[src/rtl/hdmi_fmt_meas.sv]
// hdmi_fmt_meas: measures HDMI video timing (active/total width and height)
// from decoded hsync/vsync/de in the rxclk domain. It asserts locked once the
// same valid frame measurement has been seen STABLE_FRAMES times in a row.
// Optional feature macro: HDMI_FMT_POL_EN adds sync polarity detection and
// the hs_pol/vs_pol ports. Without it, syncs are treated as active-high.
module hdmi_fmt_meas #(
  parameter int unsigned CW            = 12,
  parameter int unsigned STABLE_FRAMES = 4
) (
  input  logic          rxclk,
  input  logic          reset,
  input  logic          hsync,
  input  logic          vsync,
  input  logic          de,
  output logic [CW-1:0] h_active,
  output logic [CW-1:0] v_active,
  output logic [CW-1:0] h_total,
  output logic [CW-1:0] v_total,
  output logic          locked,
  output logic          fmt_chg
`ifdef HDMI_FMT_POL_EN
  ,
  output logic          hs_pol,
  output logic          vs_pol
`endif
);

  localparam int unsigned   MW   = $clog2(STABLE_FRAMES + 1);
  localparam logic [CW-1:0] CMAX = '1;

  typedef enum logic [1:0] {
    SEARCH = 2'd0,
    CHECK  = 2'd1,
    LOCKED = 2'd2
  } state_e;

  function automatic logic [CW-1:0] sat_inc(input logic [CW-1:0] v);
    return (v == CMAX) ? v : v + CW'(1);
  endfunction

  // ---------------------------------------------------------------------
  // Input register and previous sample
  // ---------------------------------------------------------------------
  logic hs_q, vs_q, de_q;
  logic hs_p_q, vs_p_q, de_p_q;

  // Register the raw inputs once, then keep one older sample for edges
  always_ff @(posedge rxclk) begin
    if (reset) begin
      hs_q   <= 1'b0;
      vs_q   <= 1'b0;
      de_q   <= 1'b0;
      hs_p_q <= 1'b0;
      vs_p_q <= 1'b0;
      de_p_q <= 1'b0;
    end else begin
      hs_q   <= hsync;
      vs_q   <= vsync;
      de_q   <= de;
      hs_p_q <= hs_q;
      vs_p_q <= vs_q;
      de_p_q <= de_q;
    end
  end

  logic de_rise, de_fall;
  logic hs_act, hs_act_p, vs_act, vs_act_p;
  logic hs_lead, vs_lead;
  logic pol_chg;

  assign de_rise = de_q & ~de_p_q;
  assign de_fall = ~de_q & de_p_q;

`ifdef HDMI_FMT_POL_EN
  logic hs_pol_q, vs_pol_q;

  // Syncs are inactive during active video, so their level at a de rise
  // is the inactive level; the active polarity is its complement
  always_ff @(posedge rxclk) begin
    if (reset) begin
      hs_pol_q <= 1'b1;
      vs_pol_q <= 1'b1;
    end else if (de_rise) begin
      hs_pol_q <= ~hs_q;
      vs_pol_q <= ~vs_q;
    end
  end

  assign hs_act   = (hs_q == hs_pol_q);
  assign hs_act_p = (hs_p_q == hs_pol_q);
  assign vs_act   = (vs_q == vs_pol_q);
  assign vs_act_p = (vs_p_q == vs_pol_q);
  assign pol_chg  = de_rise & (((~hs_q) != hs_pol_q) | ((~vs_q) != vs_pol_q));
  assign hs_pol   = hs_pol_q;
  assign vs_pol   = vs_pol_q;
`else
  assign hs_act   = hs_q;
  assign hs_act_p = hs_p_q;
  assign vs_act   = vs_q;
  assign vs_act_p = vs_p_q;
  assign pol_chg  = 1'b0;
`endif

  assign hs_lead = hs_act & ~hs_act_p;
  assign vs_lead = vs_act & ~vs_act_p;

  // ---------------------------------------------------------------------
  // Line and frame accumulation
  // ---------------------------------------------------------------------
  logic [CW-1:0] hcnt_q, hcnt_d;
  logic [CW-1:0] dcnt_q, dcnt_d;
  logic [CW-1:0] lcnt_q, lcnt_d;
  logic [CW-1:0] acnt_q, acnt_d;
  logic [CW-1:0] ref_q, ref_d;
  logic [CW-1:0] ltot_q, ltot_d;
  logic          ref_vld_q, ref_vld_d;
  logic          ltot_vld_q, ltot_vld_d;
  logic          bad_q, bad_d;
  logic          sat_q, sat_d;
  logic          line_de_q, line_de_d;
  logic          open_q, open_d;

  logic          hcnt_sat;
  logic [CW-1:0] ltot_now;
  logic          tmo;
  logic          m_valid;

  assign hcnt_sat = (hcnt_q == CMAX);
  assign ltot_now = sat_inc(hcnt_q);
  // A missing hsync is only a timeout while the edge has not just arrived
  assign tmo      = (hcnt_sat & ~hs_lead) | (lcnt_q == CMAX);

  assign m_valid = ~bad_q & ~sat_q & ref_vld_q & ltot_vld_q &
                   (ref_q != '0) & (ltot_q != '0) & (acnt_q != '0) & (lcnt_q != '0) &
                   (ref_q != CMAX) & (ltot_q != CMAX) & (acnt_q != CMAX) & (lcnt_q != CMAX);

  // Next-state for line/frame counters and per-frame consistency flags
  always_comb begin
    hcnt_d     = hcnt_q;
    dcnt_d     = dcnt_q;
    lcnt_d     = lcnt_q;
    acnt_d     = acnt_q;
    ref_d      = ref_q;
    ltot_d     = ltot_q;
    ref_vld_d  = ref_vld_q;
    ltot_vld_d = ltot_vld_q;
    bad_d      = bad_q;
    sat_d      = sat_q;
    line_de_d  = line_de_q;
    open_d     = open_q;

    hcnt_d = hs_lead ? '0 : sat_inc(hcnt_q);

    if (de_q) begin
      dcnt_d = de_rise ? CW'(1) : sat_inc(dcnt_q);
    end

    // Close a line: count it and check its length against the frame's first
    if (hs_lead) begin
      line_de_d = 1'b0;
      lcnt_d    = sat_inc(lcnt_q);
      if (hcnt_sat) begin
        sat_d = 1'b1;
      end
      if (!ltot_vld_q) begin
        ltot_d     = ltot_now;
        ltot_vld_d = 1'b1;
      end else if (ltot_now != ltot_q) begin
        bad_d = 1'b1;
      end
    end

    // Close a de run: first run is the reference, any other length spoils
    if (de_fall) begin
      if (dcnt_q == CMAX) begin
        sat_d = 1'b1;
      end
      if (!ref_vld_q) begin
        ref_d     = dcnt_q;
        ref_vld_d = 1'b1;
      end else if (dcnt_q != ref_q) begin
        bad_d = 1'b1;
      end
    end

    // A de rise coincident with hsync belongs to the new line
    if (de_rise && (!line_de_q || hs_lead)) begin
      line_de_d = 1'b1;
      acnt_d    = sat_inc(acnt_q);
      if (acnt_q == CMAX) begin
        sat_d = 1'b1;
      end
    end

    // Frame boundary: a coincident hsync edge opens line 0 of the new frame
    if (vs_lead) begin
      open_d     = 1'b1;
      lcnt_d     = hs_lead ? CW'(1) : '0;
      acnt_d     = de_rise ? CW'(1) : '0;
      line_de_d  = de_rise;
      ref_d      = '0;
      ref_vld_d  = 1'b0;
      ltot_d     = '0;
      ltot_vld_d = 1'b0;
      bad_d      = 1'b0;
      sat_d      = 1'b0;
    end

    // Timeout discards the partial frame; the next vsync only reopens
    if (tmo) begin
      open_d     = 1'b0;
      lcnt_d     = '0;
      acnt_d     = '0;
      line_de_d  = 1'b0;
      ref_d      = '0;
      ref_vld_d  = 1'b0;
      ltot_d     = '0;
      ltot_vld_d = 1'b0;
      bad_d      = 1'b0;
      sat_d      = 1'b0;
    end
  end

  // Line/frame accumulator registers
  always_ff @(posedge rxclk) begin
    if (reset) begin
      hcnt_q     <= '0;
      dcnt_q     <= '0;
      lcnt_q     <= '0;
      acnt_q     <= '0;
      ref_q      <= '0;
      ltot_q     <= '0;
      ref_vld_q  <= 1'b0;
      ltot_vld_q <= 1'b0;
      bad_q      <= 1'b0;
      sat_q      <= 1'b0;
      line_de_q  <= 1'b0;
      open_q     <= 1'b0;
    end else begin
      hcnt_q     <= hcnt_d;
      dcnt_q     <= dcnt_d;
      lcnt_q     <= lcnt_d;
      acnt_q     <= acnt_d;
      ref_q      <= ref_d;
      ltot_q     <= ltot_d;
      ref_vld_q  <= ref_vld_d;
      ltot_vld_q <= ltot_vld_d;
      bad_q      <= bad_d;
      sat_q      <= sat_d;
      line_de_q  <= line_de_d;
      open_q     <= open_d;
    end
  end

  // ---------------------------------------------------------------------
  // Closed-frame measurement stage
  // ---------------------------------------------------------------------
  logic          close_q, tmo_q, polchg_q, mval_q;
  logic [CW-1:0] m_run_q, m_ltot_q, m_acnt_q, m_lcnt_q;

  // Capture M and the frame events for the lock state machine
  always_ff @(posedge rxclk) begin
    if (reset) begin
      close_q  <= 1'b0;
      tmo_q    <= 1'b0;
      polchg_q <= 1'b0;
      mval_q   <= 1'b0;
      m_run_q  <= '0;
      m_ltot_q <= '0;
      m_acnt_q <= '0;
      m_lcnt_q <= '0;
    end else begin
      close_q  <= vs_lead & open_q & ~tmo;
      tmo_q    <= tmo;
      polchg_q <= pol_chg;
      mval_q   <= m_valid;
      m_run_q  <= ref_q;
      m_ltot_q <= ltot_q;
      m_acnt_q <= acnt_q;
      m_lcnt_q <= lcnt_q;
    end
  end

  // ---------------------------------------------------------------------
  // Lock state machine and output registers
  // ---------------------------------------------------------------------
  state_e        state_q, state_d;
  logic [MW-1:0] match_q, match_d;
  logic [MW-1:0] match_inc;
  logic [CW-1:0] cand_run_q, cand_run_d, cand_ltot_q, cand_ltot_d;
  logic [CW-1:0] cand_acnt_q, cand_acnt_d, cand_lcnt_q, cand_lcnt_d;
  logic [CW-1:0] h_active_q, h_active_d, v_active_q, v_active_d;
  logic [CW-1:0] h_total_q, h_total_d, v_total_q, v_total_d;
  logic          locked_q, locked_d, fmt_chg_q, fmt_chg_d;
  logic          m_eq;

  assign match_inc = match_q + MW'(1);
  assign m_eq      = (m_run_q == cand_run_q) & (m_ltot_q == cand_ltot_q) &
                     (m_acnt_q == cand_acnt_q) & (m_lcnt_q == cand_lcnt_q);

  // Next state, candidate tracking and output values
  always_comb begin
    state_d     = state_q;
    match_d     = match_q;
    cand_run_d  = cand_run_q;
    cand_ltot_d = cand_ltot_q;
    cand_acnt_d = cand_acnt_q;
    cand_lcnt_d = cand_lcnt_q;
    h_active_d  = h_active_q;
    v_active_d  = v_active_q;
    h_total_d   = h_total_q;
    v_total_d   = v_total_q;
    locked_d    = locked_q;
    fmt_chg_d   = 1'b0;

    if (tmo_q || (polchg_q && state_q == LOCKED)) begin
      state_d    = SEARCH;
      match_d    = '0;
      h_active_d = '0;
      v_active_d = '0;
      h_total_d  = '0;
      v_total_d  = '0;
      locked_d   = 1'b0;
    end else if (close_q) begin
      case (state_q)
        SEARCH: begin
          if (mval_q) begin
            cand_run_d  = m_run_q;
            cand_ltot_d = m_ltot_q;
            cand_acnt_d = m_acnt_q;
            cand_lcnt_d = m_lcnt_q;
            match_d     = MW'(1);
            state_d     = CHECK;
          end
        end
        CHECK: begin
          if (mval_q && m_eq) begin
            match_d = match_inc;
            if (match_inc == MW'(STABLE_FRAMES)) begin
              state_d    = LOCKED;
              h_active_d = cand_run_q;
              h_total_d  = cand_ltot_q;
              v_active_d = cand_acnt_q;
              v_total_d  = cand_lcnt_q;
              locked_d   = 1'b1;
              fmt_chg_d  = 1'b1;
            end
          end else if (mval_q) begin
            cand_run_d  = m_run_q;
            cand_ltot_d = m_ltot_q;
            cand_acnt_d = m_acnt_q;
            cand_lcnt_d = m_lcnt_q;
            match_d     = MW'(1);
          end else begin
            match_d = '0;
            state_d = SEARCH;
          end
        end
        LOCKED: begin
          if (!(mval_q && m_eq)) begin
            state_d    = SEARCH;
            match_d    = '0;
            h_active_d = '0;
            v_active_d = '0;
            h_total_d  = '0;
            v_total_d  = '0;
            locked_d   = 1'b0;
          end
        end
        default: begin
          state_d = SEARCH;
          match_d = '0;
        end
      endcase
    end
  end

  // State, candidate and output registers
  always_ff @(posedge rxclk) begin
    if (reset) begin
      state_q     <= SEARCH;
      match_q     <= '0;
      cand_run_q  <= '0;
      cand_ltot_q <= '0;
      cand_acnt_q <= '0;
      cand_lcnt_q <= '0;
      h_active_q  <= '0;
      v_active_q  <= '0;
      h_total_q   <= '0;
      v_total_q   <= '0;
      locked_q    <= 1'b0;
      fmt_chg_q   <= 1'b0;
    end else begin
      state_q     <= state_d;
      match_q     <= match_d;
      cand_run_q  <= cand_run_d;
      cand_ltot_q <= cand_ltot_d;
      cand_acnt_q <= cand_acnt_d;
      cand_lcnt_q <= cand_lcnt_d;
      h_active_q  <= h_active_d;
      v_active_q  <= v_active_d;
      h_total_q   <= h_total_d;
      v_total_q   <= v_total_d;
      locked_q    <= locked_d;
      fmt_chg_q   <= fmt_chg_d;
    end
  end

  assign h_active = h_active_q;
  assign v_active = v_active_q;
  assign h_total  = h_total_q;
  assign v_total  = v_total_q;
  assign locked   = locked_q;
  assign fmt_chg  = fmt_chg_q;

endmodule
[config.mk]
export PLATFORM = sky130hd
export DESIGN_NAME = hdmi_fmt_meas
export DESIGN_NICKNAME = d
export VERILOG_FILES = /design/src/rtl/hdmi_fmt_meas.sv
export SDC_FILE = /design/constraint.sdc
export NUM_CORES = 1
export LEC_CHECK = 0
export CAP_MARGIN = 10
export CORE_UTILIZATION = 59
export CTS_CLUSTER_SIZE = 25
export DETAILED_ROUTE_END_ITERATION = 7
export GPL_TIMING_DRIVEN = 0
export PLACE_DENSITY = 0.79
export REMOVE_ABC_BUFFERS = 1
export SYNTH_ARGS = -nofsm -noshare
export SYNTH_HDL_FRONTEND = slang
export SYNTH_SLANG_ARGS = --single-unit
[constraint.sdc]
create_clock -name rxclk -period 3.2 [get_ports rxclk]
set_clock_uncertainty 0.2 [all_clocks]
set_input_delay 0.48 -clock rxclk [delete_from_list [all_inputs] [get_ports rxclk]]
set_output_delay 0.48 -clock rxclk [all_outputs]
set_load 0.05 [all_outputs]
==> key figures <==
Outcome
  • Status: finished, final reports clean

Placement
  • I/O Buffers: 54
  • HPWL Detailed: 13,000 µm
  • Setup WS pre-CTS: -0.197 ns
  • Placed instance area: 0.0102 mm²
  • GPL Wtd Cong: 0.897

Critical path
  • R2R depth: 7
  • Maximum fanout along the worst path: 15
  • CP cell instances: and4_4 -> and3_1 -> mux2i_1 -> xor2_1 -> o211ai_1 -> or4_1 -> o31a_1
  • Worst path slowest cell: dfxtp_1
  • WP data required: 3.39 ns
  • Critical path arrival: 3.23 ns
  • WS Path Type: reg2reg
  • CP peak stage delay: 0.63 ns
  • Setup crit start kind: register
  • Critical Path End Type: register

Global route
  • First-pass GRT wire length: 33,100 µm
  • Vias in the first global route: 6,699
  • Total gr overflow: 0
  • Antenna violations before repair: 0
  • Largest net degree at the start of global routing: 69
  • Tot GR Track Use: 24.8%

Drt
  • Vias: 7,103
  • Routed Antenna Nets: 0
  • Initial DRT Pass Iterations: 5
  • Initial DRC Count: 585
  • Routed wire length per instance: 16.1 µm
  • Final wirelength: 20,300 µm
  • Vias per inst: 5.63
  • DRC: 0

Die
  • Die Width: 129 µm
  • Initial Util: 60.0%
  • Die height: 129 µm
  • # IOs: 55
  • Die area: 0.0166 mm²
  • FP Rows: 46
  • Core area: 0.0158 mm²

STA
  • Final slew viol count: 0
  • Final Hold Vio Count: 0
  • Worst slew margin: 18.9%
  • Clock period minus worst slack: 3.04 ns
  • Worst Tran Pin Value: 1.21 ns
  • Max Freq: 329 MHz
  • RSZ-0062 raised after global routing: no
  • Final setup viols: 0
  • Tcrit/Tclk final: 95.0%
  • Worst setup margin: 0.160 ns

Power and ir drop
  • Leakage power: 4.36 nW
  • Pwr dens: 579 mW/mm²
  • Reg power frac: 46.6%
  • Sw frac: 19.9%
  • Net Sw Power: 1.29 mW
  • Cell-internal power: 5.17 mW
  • Max VDD drop: 0.000437 V
  • Clock network fraction of design power: 50.4%
  • Logic pwr share: 3.0%

Layout
  • Final Core Density: 70.5%
  • # nets final: 1,040
  • Final instance area: 0.0112 mm²
  • Antenna Cells: 0
  • Area Overhead vs Synth: 17.4%
  • Share of layout cells above drive strength 1: 6.03%

Hold path
  • Hold Crit Class: in2reg
  • Hold-critical path depth: 2

Synthesis
  • Synth top area cells: dfxtp_1 (50%), xnor2_1 (6.3%), mux2i_1 (5.8%), nor2_1 (5.6%), a22o_1 (4.5%)
  • Post-Syn Area: 0.00950 mm²
  • Netlist cell types: 54
  • Top-count cell post-synth: dfxtp_1
  • Cell taking the most area after synthesis: dfxtp_1
  • Async SR Flop Fraction: 0%
  • Mapped Cells: 995
  • Seq/Total Area, Yosys: 50.2%
  • Post-synth EDFFs: 0
  • Mapped Avg Cell Area: 9.55 µm²
  • Syn. warnings: 0
  • Post-synth top cells: dfxtp_1 (238), nor2_1 (141), xnor2_1 (68)
  • Post-synthesis register bit count: 238
  • Synth top area share: 50.2%
  • Ys flop type: dfxtp_1

Clock tree
  • H-tree levels: 1
  • Root Buffer: clkbuf_16
  • CTS tree: yes
  • Clock latency on the worst-skew pair: 0.51 ns
  • CTS buffer count: 24
  • CTS Buffer Depth: 3
  • Clk sink count: 238
  • CTS clk-pin slew, worst paths: 0.06 ns

Job
  • # Max-Cap Violations: 0
[final timing paths]
path	startpoint	to	slack (ns)
max	hcnt_q[3]	bad_q	0.16
min	reset	cand_run_q[9]	0.22
max reg2reg	hcnt_q[3]	bad_q	0.16
min reg2reg	de_p_q	dcnt_q[0]	0.26
[sequential cells by signal, indices dropped and copies added, names as in the netlist, 2 cells and up]
signal / count
m_acnt_q: 12
acnt_q: 12
cand_lcnt_q: 12
v_active: 12
ltot_q: 12
ref_q: 12
cand_ltot_q: 12
h_active: 12
dcnt_q: 12
h_total: 12
cand_acnt_q: 12
hcnt_q: 12
m_ltot_q: 12
m_lcnt_q: 12
m_run_q: 12
state_q: 2
lcnt_q: 12
v_total: 12
match_q: 3
cand_run_q: 12
[layout make-up]
type | instances | area [µm²]
sequential | 238 | 4760
fill | 1198 | 4670
multi-input combinational | 689 | 4480
clock buffer | 33 | 716
timing repair buffer | 60 | 636
tap | 216 | 270
clock inverter | 11 | 233
inverter | 14 | 52.6
[layer usage]
metal  wire length (µm)  track usage [%]  vias up
met5                  0                0        -
met4                390             7.89        0
met3               1040             3.95       31
met2               9680             41.1      179
met1               9160             33.2     3368
li1                   -                -     3525
[power by group through the flow]
stage | clock network, mW | logic [mW] | registers, mW
after floorplan | 0 | 0.114 | 3.07
after global placement | 0 | 0.174 | 3.07
after detailed placement | 0 | 0.185 | 3.08
after CTS | 3.29 | 0.188 | 3.01
after global routing | 3.43 | 0.211 | 3.01
final | 3.26 | 0.191 | 3.01
[cell families after synthesis]
logic type / count (synthesis) / synth area share, %
AO/OA/AOI/OAI: 140 / 10.5
XOR/XNOR: 101 / 9.31
adder cells (fa/ha/maj): 8 / 1.05
buffers and inverters: 69 / 3.20
flip-flops: 238 / 50.2
multiplexers: 56 / 5.91
AND/OR/NAND/NOR: 383 / 19.9
[metrics by stage]
step	cells	setup TNS [ns]	hold WS, ns	total power, mW
3_3_place_gp	1210	-534.84	0.227	3.25
5_1_grt	1261	0	0.229	6.66
4_1_cts	1260	0	0.216	6.49
3_5_place_dp	1213	-0.197	0.241	3.26
2_1_floorplan	940	-19.29	0.210	3.18
6_report	1261	0	0.223	6.46
[critical path: cells and delay by family (launching register included)]
family                    cells  cell delay [ns]
DFF                           1             0.63
xor gates and xnor gates      1             0.18
AOI/OAI and AO/OA             2             0.40
muxes                         1             0.42
and+or+nand+nor               3             1.09
[layout by cell type, fill, tap and decap left out, types with 8 or more instances in the layout]
cell type,n
inv_1,14
or3_1,8
nor4_1,16
nor2b_1,55
nand2b_1,8
xnor2_1,68
nand3_1,22
o21ai_0,15
nand4_1,35
and3_1,8
a21oi_1,37
nor3_1,8
ha_1,8
mux2i_1,55
clkbuf_16,25
nand2_1,61
xor2_1,33
dfxtp_1,238
a22o_1,48
nor2_1,140
a211oi_1,9
clkdlybuf4s50_1,53
[timing repair]
item | CTS | global route
hold buffers | 0 | 0
resized for setup | 1 | 3
pin swaps | 0 | 1
endpoints found under the setup margin | 53 | 69
setup buffers | 3 | 0
gates cloned | 0 | 1
Note: power is estimated with default switching activity, not from simulation.
